**src/rtl/fb_arb_pkg.sv**
```systemverilog
// Shared types for the frame-buffer port arbiter: grant encoding, queued write
// entry and the pixel-to-address helper.
package fb_arb_pkg;

    localparam int FB_COORD_W = 10;
    localparam int FB_DATA_W  = 8;

    typedef enum logic [1:0] {
        GNT_IDLE,
        GNT_DISP,
        GNT_WRITE,
        GNT_DROP
    } grant_e;

    typedef struct packed {
        logic [FB_COORD_W-1:0] x;
        logic [FB_COORD_W-1:0] y;
        logic [FB_DATA_W-1:0]  data;
    } wr_entry_t;

    // y*640 + x built from shifts so no multiplier is inferred.
    function automatic logic [31:0] fb_addr(input logic [FB_COORD_W-1:0] x,
                                            input logic [FB_COORD_W-1:0] y);
        logic [31:0] yw;
        logic [31:0] xw;
        yw = {22'd0, y};
        xw = {22'd0, x};
        return (yw << 9) + (yw << 7) + xw;
    endfunction

endpackage

```
**src/rtl/fb_wr_fifo.sv**
```systemverilog
// Small synchronous FIFO of pending writer requests; no bypass, so a pushed
// entry becomes visible at the head one cycle after the push.
module fb_wr_fifo
    import fb_arb_pkg::*;
#(
    parameter int DEPTH = 4,
    localparam int AW  = $clog2(DEPTH)
) (
    input  logic      clk,
    input  logic      rst,
    input  logic      push,
    input  wr_entry_t push_data,
    input  logic      pop,
    output logic      full,
    output logic      empty,
    output logic [AW:0] count,
    output wr_entry_t head
);

    wr_entry_t       mem_q [DEPTH];
    logic [AW-1:0]   wr_ptr_q, wr_ptr_d;
    logic [AW-1:0]   rd_ptr_q, rd_ptr_d;
    logic [AW:0]     count_q, count_d;

    always_comb begin
        wr_ptr_d = wr_ptr_q;
        rd_ptr_d = rd_ptr_q;
        count_d  = count_q;
        if (push) wr_ptr_d = wr_ptr_q + AW'(1);
        if (pop)  rd_ptr_d = rd_ptr_q + AW'(1);
        case ({push, pop})
            2'b10:   count_d = count_q + (AW+1)'(1);
            2'b01:   count_d = count_q - (AW+1)'(1);
            default: count_d = count_q;
        endcase
    end

    always_ff @(posedge clk) begin
        if (rst) begin
            wr_ptr_q <= '0;
            rd_ptr_q <= '0;
            count_q  <= '0;
        end else begin
            wr_ptr_q <= wr_ptr_d;
            rd_ptr_q <= rd_ptr_d;
            count_q  <= count_d;
        end
    end

    always_ff @(posedge clk) begin
        if (push) mem_q[wr_ptr_q] <= push_data;
    end

    assign full  = (count_q == (AW+1)'(DEPTH));
    assign empty = (count_q == '0);
    assign count = count_q;
    assign head  = mem_q[rd_ptr_q];

endmodule

```
**src/rtl/fb_port_arbiter.sv**
```systemverilog
// Shares one single-port frame-buffer RAM between the hard real-time display
// fetch (always wins) and a FIFO-buffered drawing writer.
module fb_port_arbiter
    import fb_arb_pkg::*;
#(
    parameter int H_ADDR       = 640,
    parameter int V_ADDR       = 480,
    parameter int ADDR_WIDTH   = 19,
    parameter int DATA_WIDTH   = FB_DATA_W,
    parameter int FIFO_DEPTH   = 4,
    parameter int STARVE_LIMIT = 1024
) (
    input  logic                  clk,
    input  logic                  rst,
    input  logic                  disp_act,
    input  logic [9:0]            disp_x,
    input  logic [9:0]            disp_y,
    output logic [DATA_WIDTH-1:0] pixel_out,
    input  logic                  wr_valid,
    output logic                  wr_ready,
    input  logic [9:0]            wr_x,
    input  logic [9:0]            wr_y,
    input  logic [DATA_WIDTH-1:0] wr_data,
    output logic                  wr_drop,
    output logic                  wr_starve,
    input  logic                  starve_clr,
    output logic [ADDR_WIDTH-1:0] mem_addr,
    output logic                  mem_we,
    output logic [DATA_WIDTH-1:0] mem_wdata,
    input  logic [DATA_WIDTH-1:0] mem_rdata
);

    localparam int CW = $clog2(FIFO_DEPTH);
    localparam int SW = $clog2(STARVE_LIMIT + 1);

    wr_entry_t             push_entry, head;
    logic                  full, empty, push, pop;
    logic [CW:0]           count;
    grant_e                grant;
    logic [31:0]           disp_addr, head_addr;
    logic                  head_in_range;
    logic [ADDR_WIDTH-1:0] addr_q;
    logic                  rd_pend_q;
    logic [SW-1:0]         starve_cnt_q, starve_cnt_d;
    logic                  starve_q, starve_d;

    assign wr_ready   = !rst && !full;
    assign push       = wr_valid && wr_ready;
    assign push_entry = '{x: wr_x, y: wr_y, data: FB_DATA_W'(wr_data)};

    fb_wr_fifo #(.DEPTH(FIFO_DEPTH)) u_fifo (
        .clk       (clk),
        .rst       (rst),
        .push      (push),
        .push_data (push_entry),
        .pop       (pop),
        .full      (full),
        .empty     (empty),
        .count     (count),
        .head      (head)
    );

    if (H_ADDR == 640) begin : g_shift_addr
        assign disp_addr = fb_addr(disp_x, disp_y);
        assign head_addr = fb_addr(head.x, head.y);
    end else begin : g_mul_addr
        assign disp_addr = {22'd0, disp_y} * 32'(H_ADDR) + {22'd0, disp_x};
        assign head_addr = {22'd0, head.y} * 32'(H_ADDR) + {22'd0, head.x};
    end

    assign head_in_range = ({22'd0, head.x} < 32'(H_ADDR)) && ({22'd0, head.y} < 32'(V_ADDR));

    // Grant is forced idle during reset so queued entries never reach the RAM.
    always_comb begin
        grant = GNT_IDLE;
        if (!rst) begin
            if (disp_act)    grant = GNT_DISP;
            else if (!empty) grant = head_in_range ? GNT_WRITE : GNT_DROP;
        end
    end

    assign pop     = (grant == GNT_WRITE) || (grant == GNT_DROP);
    assign wr_drop = (grant == GNT_DROP);

    always_comb begin
        mem_addr  = addr_q;
        mem_we    = 1'b0;
        mem_wdata = '0;
        case (grant)
            GNT_DISP:  mem_addr = disp_addr[ADDR_WIDTH-1:0];
            GNT_WRITE: begin
                mem_addr  = head_addr[ADDR_WIDTH-1:0];
                mem_we    = 1'b1;
                mem_wdata = DATA_WIDTH'(head.data);
            end
            default: ;
        endcase
    end

    always_comb begin
        starve_cnt_d = starve_cnt_q;
        if (pop || count == '0)
            starve_cnt_d = '0;
        else if (starve_cnt_q != SW'(STARVE_LIMIT))
            starve_cnt_d = starve_cnt_q + SW'(1);
        // A fresh trigger overrides a simultaneous clear.
        starve_d = (starve_cnt_d == SW'(STARVE_LIMIT)) || (starve_q && !starve_clr);
    end

    always_ff @(posedge clk) begin
        if (rst) begin
            addr_q       <= '0;
            rd_pend_q    <= 1'b0;
            starve_cnt_q <= '0;
            starve_q     <= 1'b0;
        end else begin
            addr_q       <= mem_addr;
            rd_pend_q    <= (grant == GNT_DISP);
            starve_cnt_q <= starve_cnt_d;
            starve_q     <= starve_d;
        end
    end

    assign pixel_out = rd_pend_q ? mem_rdata : '0;
    assign wr_starve = starve_q;

endmodule
```
**config.mk**
```make
export PLATFORM = sky130hd
export DESIGN_NAME = fb_port_arbiter
export DESIGN_NICKNAME = d
export VERILOG_FILES = /design/src/rtl/fb_arb_pkg.sv /design/src/rtl/fb_wr_fifo.sv /design/src/rtl/fb_port_arbiter.sv
export SDC_FILE = /design/constraint.sdc
export NUM_CORES = 1
export LEC_CHECK = 0
export BUFFER_PORTS_ARGS = -buffer_cell sky130_fd_sc_hd__buf_4
export CAP_MARGIN = 10
export CORE_ASPECT_RATIO = 1.4
export CORE_UTILIZATION = 58
export DETAILED_ROUTE_END_ITERATION = 7
export GPL_ROUTABILITY_DRIVEN = 0
export PLACE_DENSITY = 0.8
export SYNTH_ARGS = -nofsm -noshare
export SYNTH_HDL_FRONTEND = slang
export SYNTH_SLANG_ARGS = --single-unit
```
**constraint.sdc**
```tcl
create_clock -name clk -period 5.5 [get_ports clk]
set_input_delay 1.1 -clock clk [delete_from_list [all_inputs] [get_ports clk]]
set_output_delay 1.1 -clock clk [all_outputs]
set_load 0.01 [all_outputs]
```
==> flow_metrics.env, run 1 <==
export IMPL_core_area_sq_mm=0.0124
export IMPL_starting_density_of_the_core_pct=59.4
export IMPL_antenna_found_initial=0
export IMPL_grt_start_max_net_pins=29
export IMPL_finalMaxSlewViolations=0
export IMPL_synthesis_area_per_instance_sq_um=13.8
export IMPL_power_per_cell_area_mw_per_mm2=336
export IMPL_numCtsBuffers=17
export IMPL_yosys_area_share_simple_pct=9.67
export IMPL_asyncSetResetFlopFracSynth_pct=0
export IMPL_dpl_cell_area_sq_mm=0.00826
export IMPL_avgRoutedWirePerCell_microns=18.4
export IMPL_worst_setup_path_start_kind="register"
export IMPL_detail_route_wirelength_microns=14800
export IMPL_multi_input_area_sq_mm=0.00298
export IMPL_synth_cell_type_count=52
export IMPL_floorplan_die_area_sq_mm=0.0131
export IMPL_clock_latency_ns=0.43
export IMPL_synth_mux_area_share_pct=8.85
export IMPL_fp_row_count=48
export IMPL_detailedPlacementHpwl_microns=10000
export IMPL_drive_gt1_share_pct=26.7
export IMPL_synth_largest_type_area_fraction_pct=45.7
export IMPL_grt_overflow_total=0
export IMPL_finish_instance_area_sq_mm=0.00887
export IMPL_reg2reg_to="addr_q[15]"
export IMPL_synth_top_area_cell="edfxtp_1"
export IMPL_synth_cells=533
export IMPL_clock_skew_ns=0.00800
export IMPL_sink_count_of_the_clock_tree=153
export IMPL_cts_tree="done"
export IMPL_seq_area_frac_synth_pct=56.9
export IMPL_remaining_drc_errors=0
export IMPL_final_setup_viol_count=0
export IMPL_worst_pin_slew_ns=0.800
export IMPL_synth_edff_count=112
export IMPL_ff2ff_setup_slack_ns=1.95
export IMPL_detailedRoute_firstIterationViolations=296
export IMPL_post_synth_xor_area_fraction_pct=2.98
export IMPL_synth_cells_most_frequent="edfxtp_1, ha_1, dfxtp_1"
export IMPL_die_height_microns=135
export IMPL_synth_seq_cells=153
export IMPL_synthMostInstantiatedCell="edfxtp_1"
export IMPL_worst_r2r_cell_count=9
export IMPL_grt_setup_unrepaired="no"
export IMPL_netlist_area_sq_mm=0.00735
export IMPL_complex_gate_fraction_of_the_synthesized_area_pct=10.0
export IMPL_max_freq_mhz=192
export IMPL_synth_top_flop_cell="edfxtp_1"
export IMPL_relSlewSlack_pct=46.5
export IMPL_first_global_vias=4994
export IMPL_h_tree_depth=4
export IMPL_timing_max_cap_violations=0
export IMPL_vdd_ir_drop_worst_v=0.000333
export IMPL_fin_tns_setup_ns=0
export IMPL_hold_buffers=0
export IMPL_number_of_instances_resized_during_post_cts_repair=0
export IMPL_ff_latch_area_sq_mm=0.00419
export IMPL_vias_per_cell=6.05
export IMPL_hold_path_startpoint="addr_q[10]"
export IMPL_clk_path_buf_depth=2
export IMPL_placed_cells=773
export IMPL_timing_final_hold_violations=0
export IMPL_layout_worst_path_cycle_share_pct=94.8
export IMPL_area_growth_synth_to_final_pct=20.6
export IMPL_critical_path_class="register to primary output"
export IMPL_status="finished, final reports clean"
export IMPL_synth_fp_nets=644
export IMPL_die_width_microns=97.2
export IMPL_area_share_of_fa_ha_maj_cells_after_synthesis_pct=9.02
export IMPL_fillerInstances=817
export IMPL_worstPathRequired_ns=4.40
export IMPL_num_vias=4870
export IMPL_layout_nets=753
export IMPL_synth_top_family_by_area="compound AO/OA/AOI/OAI gates"
export IMPL_io_buffer_count=99
export IMPL_antennaDiodeCount=0
export IMPL_min_path_cells=2
export IMPL_min_delay_path_class="register to register"
export IMPL_critPathCaptureType="primary output"
export IMPL_global_route_total_usage_across_every_layer_pct=23.8
export IMPL_cellLeakagePower_uw=0.00342
export IMPL_place_worst_setup_slack_ns=0.605
export IMPL_hold_path_end="addr_q[10]"
export IMPL_finalWorstSetupSlack_ns=0.288
export IMPL_postCtsSetupRepairBufs=0
export IMPL_synth_warnings=0
export IMPL_critical_path_peak_fanout=12
export IMPL_arrival_time_of_data_at_the_critical_path_endpoint_ns=4.11
export IMPL_design_portCount=100
export IMPL_fin_total_pwr_uw=2980
export IMPL_clk_root_buffer_cell="clkbuf_16"
export IMPL_path_clk_slew_ns=0.06
export IMPL_detail_route_antenna_nets=0
export IMPL_finalNonFillerCells=805
export IMPL_synth_top_cells_by_area="edfxtp_1, dfxtp_1, mux4_2"
export IMPL_minimum_period_implied_by_the_final_worst_setup_slack_ns=5.21
export IMPL_detailedRoute_firstPassIterationCount=4
export IMPL_grt_pass1_wl_microns=23900
-- area by class of cell --
| cell class | instances | area share, % |
|---|---|---|
| clock inverter | 15 | 2.07 |
| clock buffer | 17 | 4.80 |
| multi-input combinational | 339 | 33.6 |
| timing repair buffer | 109 | 9.23 |
| sequential | 153 | 47.2 |
| inverter | 22 | 0.945 |
| tap | 150 | 2.12 |
-- critical path, stage by stage, from the launching register on --
cell and delay [ns]:
dfxtp_1 0.69, mux4_2 0.45, fa_1 0.55, fa_1 0.50, a21o_1 0.24, a311o_1 0.36, a21oi_1 0.18, xor2_1 0.16
nor2_1 0.06, or3_1 0.33, buf_4 0.15
-- per-layer routing --
| metal | track usage, % | routed length, microns | up-vias |
|---|---|---|---|
| met5 | 0 | 0 | - |
| li1 | - | - | 2303 |
| met4 | 11.9 | 365 | 0 |
| met3 | 5.93 | 708 | 35 |
| met2 | 42.8 | 7880 | 137 |
| met1 | 26.1 | 5850 | 2395 |
-- stage by stage --
| step | utilization, % | hold WS, ns |
|---|---|---|
| floorplan | - | 0.447 |
| global placement | 66.7 | 0.463 |
| detailed placement | 66.7 | 0.473 |
| CTS | 71.7 | 0.482 |
| global route | 71.7 | 0.511 |
| finish | 71.7 | 0.482 |
-- worst max path at each step --
| stage | startpoint | endpoint | slack (ns) | cells after the start |
|---|---|---|---|---|
| detailed placement | register | mem_addr[14] | 0.61 | 10 |
| finish | register | mem_addr[14] | 0.29 | 10 |
| floorplan | register | mem_addr[14] | 0.50 | 12 |
| global placement | register | mem_addr[14] | 0.69 | 10 |
| global route | register | mem_addr[17] | 0.09 | 10 |
| CTS | register | mem_addr[14] | 0.14 | 10 |
-- flip-flops by register name (all words and copies together) (netlist names), named ones only --
signal           count
addr_q              19
rd_pend_q            1
starve_cnt_q        11
u_fifo.count         3
u_fifo.mem_q       112
u_fifo.rd_ptr_q      2
u_fifo.wr_ptr_q      2
wr_starve            1
-- cell families (layout without fill, tap and decap cells) --
logic type                 count (synthesis)  after routing
AOI/OAI and AO/OA                         98             98
xor gates and xnor gates                  25             25
adders and majority gates                 50             50
buffers and inverters                     41            163
DFF                                      153            153
muxes                                     30             30
and+or+nand+nor                          136            136
-- cell usage in the layout (no fill, tap or decap), types with 7 or more instances in the layout --
master and instances:
dfxtp_1 40, clkbuf_16 17, xnor2_1 14, a21oi_1 16
mux4_2 28, ha_1 45, a221oi_1 8, nand2_1 14
and3_1 9, a31oi_1 9, o21ai_0 9, nor2_1 40
inv_1 20, edfxtp_1 112, o21a_1 7, and2_1 27
nor3_1 15, xor2_1 11, nand3_1 7, buf_4 109
a221o_1 12
-- power by group --
part,switching (uW),leakage (uW),internal [uW]
clock network,499,0.000298,688
registers,23.8,0.00135,1280
logic,251,0.00177,237
total,774,0.00342,2210
Power figures use the tool's default switching activity.
==> run 2: changes to the inputs <==
--- a/config.mk
+++ b/config.mk
@@ -8,10 +8,11 @@
 export BUFFER_PORTS_ARGS = -buffer_cell sky130_fd_sc_hd__buf_4
 export CAP_MARGIN = 10
 export CORE_ASPECT_RATIO = 1.4
-export CORE_UTILIZATION = 58
+export CORE_UTILIZATION = 60
+export CTS_BUF_LIST = sky130_fd_sc_hd__clkbuf_4 sky130_fd_sc_hd__clkbuf_8
 export DETAILED_ROUTE_END_ITERATION = 7
 export GPL_ROUTABILITY_DRIVEN = 0
-export PLACE_DENSITY = 0.8
+export PLACE_DENSITY = 0.83
 export SYNTH_ARGS = -nofsm -noshare
 export SYNTH_HDL_FRONTEND = slang
 export SYNTH_SLANG_ARGS = --single-unit
==> constraint.sdc (replaced) <==
create_clock -name clk -period 5.6 [get_ports clk]
set_input_delay 1.12 -clock clk [delete_from_list [all_inputs] [get_ports clk]]
set_output_delay 1.12 -clock clk [all_outputs]
set_load 0.01 [all_outputs]
==> run 2 against run 1 <==
Net effect:
- utilization rose by 1.5 points
- clock power fell by 26%
- final cell count fell by 0.25%
- combinational power fell by 2%
- first-iteration DRC count fell by 14%
- worst setup slack improved by 0.11 ns
- via count fell by 0.27%
- register-to-register slack improved by 0.11 ns
- total power fell by 12%
- critical path type unchanged
- critical endpoint is now mem_addr[17]
==> flow_metrics.env, run 2 (synthesis results as in run 1) <==
export IMPL_grt_pass1_wl_microns=23300
export IMPL_power_per_cell_area_mw_per_mm2=303
export IMPL_layout_worst_path_cycle_share_pct=92.9
export IMPL_floorplan_die_area_sq_mm=0.0127
export IMPL_vdd_ir_drop_worst_v=0.000266
export IMPL_global_route_usage_met2_pct=43.4
export IMPL_timing_max_cap_violations=0
export IMPL_detailedPlacementHpwl_microns=10100
export IMPL_cellLeakagePower_uw=0.00335
export IMPL_gr_usage_met1_pct=28.3
export IMPL_critPathCaptureType="primary output"
export IMPL_grt_overflow_total=0
export IMPL_num_vias=4857
export IMPL_max_flop_register="u_fifo.mem_q"
export IMPL_status="finished, final reports clean"
export IMPL_die_height_microns=133
export IMPL_minimum_period_implied_by_the_final_worst_setup_slack_ns=5.20
export IMPL_largest_register_ff_count=112
export IMPL_place_worst_setup_slack_ns=0.705
export IMPL_grt_start_max_net_pins=29
export IMPL_starting_density_of_the_core_pct=61.9
export IMPL_critical_path_class="register to primary output"
export IMPL_cts_tree="done"
export IMPL_h_tree_depth=4
export IMPL_io_buffer_count=99
export IMPL_worst_pin_slew_ns=0.801
export IMPL_design_portCount=100
export IMPL_finalWorstSetupSlack_ns=0.400
export IMPL_mostFrequentLayoutCells="edfxtp_1, buf_4, ha_1"
export IMPL_min_delay_path_class="register to register"
export IMPL_drive_gt1_share_pct=26.8
export IMPL_remaining_drc_errors=0
export IMPL_critical_path_peak_fanout=14
export IMPL_final_setup_viol_count=0
export IMPL_worstPathRequired_ns=4.48
export IMPL_global_route_total_usage_across_every_layer_pct=24.5
export IMPL_final_util_pct=73.2
export IMPL_hold_buffers=0
export IMPL_detailedRoute_firstIterationViolations=256
export IMPL_cp_max_delay_cell="mux4_2"
export IMPL_grt_busiest_layer="met2"
export IMPL_global_route_usage_met3_pct=5.06
export IMPL_critical_path_max_stage_delay_ns=0.59
export IMPL_reg_largest_list="u_fifo.mem_q (112), addr_q (19), starve_cnt_q (11)"
export IMPL_ff_latch_area_sq_mm=0.00419
export IMPL_sink_count_of_the_clock_tree=153
export IMPL_grt_setup_unrepaired="no"
export IMPL_worst_setup_path_start_kind="register"
export IMPL_arrival_time_of_data_at_the_critical_path_endpoint_ns=4.08
export IMPL_detail_route_antenna_nets=0
export IMPL_finalNonFillerCells=803
export IMPL_clk_root_buffer_cell="clkbuf_8"
export IMPL_fp_row_count=47
export IMPL_finish_instance_area_sq_mm=0.00870
export IMPL_numCtsBuffers=17
export IMPL_antennaDiodeCount=0
export IMPL_finalMaxSlewViolations=0
export IMPL_relSlewSlack_pct=46.4
export IMPL_detailedRoute_firstPassIterationCount=4
export IMPL_fin_tns_setup_ns=0
export IMPL_layout_nets=754
export IMPL_core_area_sq_mm=0.0119
export IMPL_layout_cells_most_common="edfxtp_1"
export IMPL_detail_route_wirelength_microns=14600
export IMPL_clk_path_buf_depth=2
export IMPL_die_width_microns=95.6
export IMPL_placed_cells=771
export IMPL_fillerInstances=752
export IMPL_dpl_cell_area_sq_mm=0.00826
export IMPL_path_clk_slew_ns=0.08
export IMPL_clock_latency_ns=0.44
export IMPL_area_growth_synth_to_final_pct=18.3
export IMPL_first_global_vias=4962
export IMPL_multi_input_area_sq_mm=0.00298
export IMPL_timing_final_hold_violations=0
export IMPL_antenna_found_initial=0
export IMPL_avgRoutedWirePerCell_microns=18.2
export IMPL_crit_path_cell_trace="mux4_2 -> fa_1 -> ha_1 -> a211oi_1 -> o21ai_0 -> a31oi_1 -> mux2i_1 -> a21oi_1 -> a221o_1 -> buf_4"
export IMPL_vias_per_cell=6.05
export IMPL_clock_skew_ns=0.0162
export IMPL_max_freq_mhz=192
[run 2: changes by cell type in the layout (fill, tap and decap cells not counted)]
cell and delta:
clkbuf_16 -17, clkbuf_8 +17, buf_4 +1, clkinv_2 -1, clkinv_4 +1, clkinv_8 +1
clkinvlp_4 -1, inv_6 -1, inv_8 +1
[run 2: metrics by stage]
step	hold WS [ns]	total power, uW
global route	0.505	2740
global placement	0.461	1760
floorplan	0.447	1620
finish	0.483	2640
CTS	0.479	2650
detailed placement	0.466	1780
[run 2: final timing paths]
path,from,to,slack (ns),cells past startpoint
worst max register to register,register,addr_q[17],2.06,9
worst min-delay path,addr_q[12],addr_q[12],0.48,2
worst max-delay path,register,mem_addr[17],0.40,10
worst min register to register,addr_q[12],addr_q[12],0.48,2
[run 2: report_power, final]
| part | switching (uW) | internal [uW] |
|---|---|---|
| logic | 244 | 232 |
| registers | 23.5 | 1260 |
| clock network | 454 | 423 |
[run 2: area by class of cell]
cell class                      count  area share [%]
Sequential cell                   153            48.2
Multi-Input combinational cell    339            34.3
Timing Repair Buffer              110            9.50
Clock buffer                       17            2.69
Clock inverter                     15            2.29
Tap cell                          147            2.12
Inverter                           22           0.964
[run 2: critical path, delay by kind of cell (launching register included)]
family / cells / cell delay (ns)
AOI/OAI and AO/OA: 5 / 1.22
DFF: 1 / 0.53
buffers and inverters: 1 / 0.15
muxes: 2 / 0.86
adders and majority gates: 2 / 0.89
[run 2: routing by layer]
layer / up-vias / wire length, microns
met5: - / 0
met4: 0 / 282
met3: 25 / 768
met2: 159 / 7860
met1: 2377 / 5730
li1: 2296 / -
[run 2: what timing repair did]
action	CTS	global route
setup buffers	0	0
resized for setup	0	1
endpoints found under the setup margin	0	1
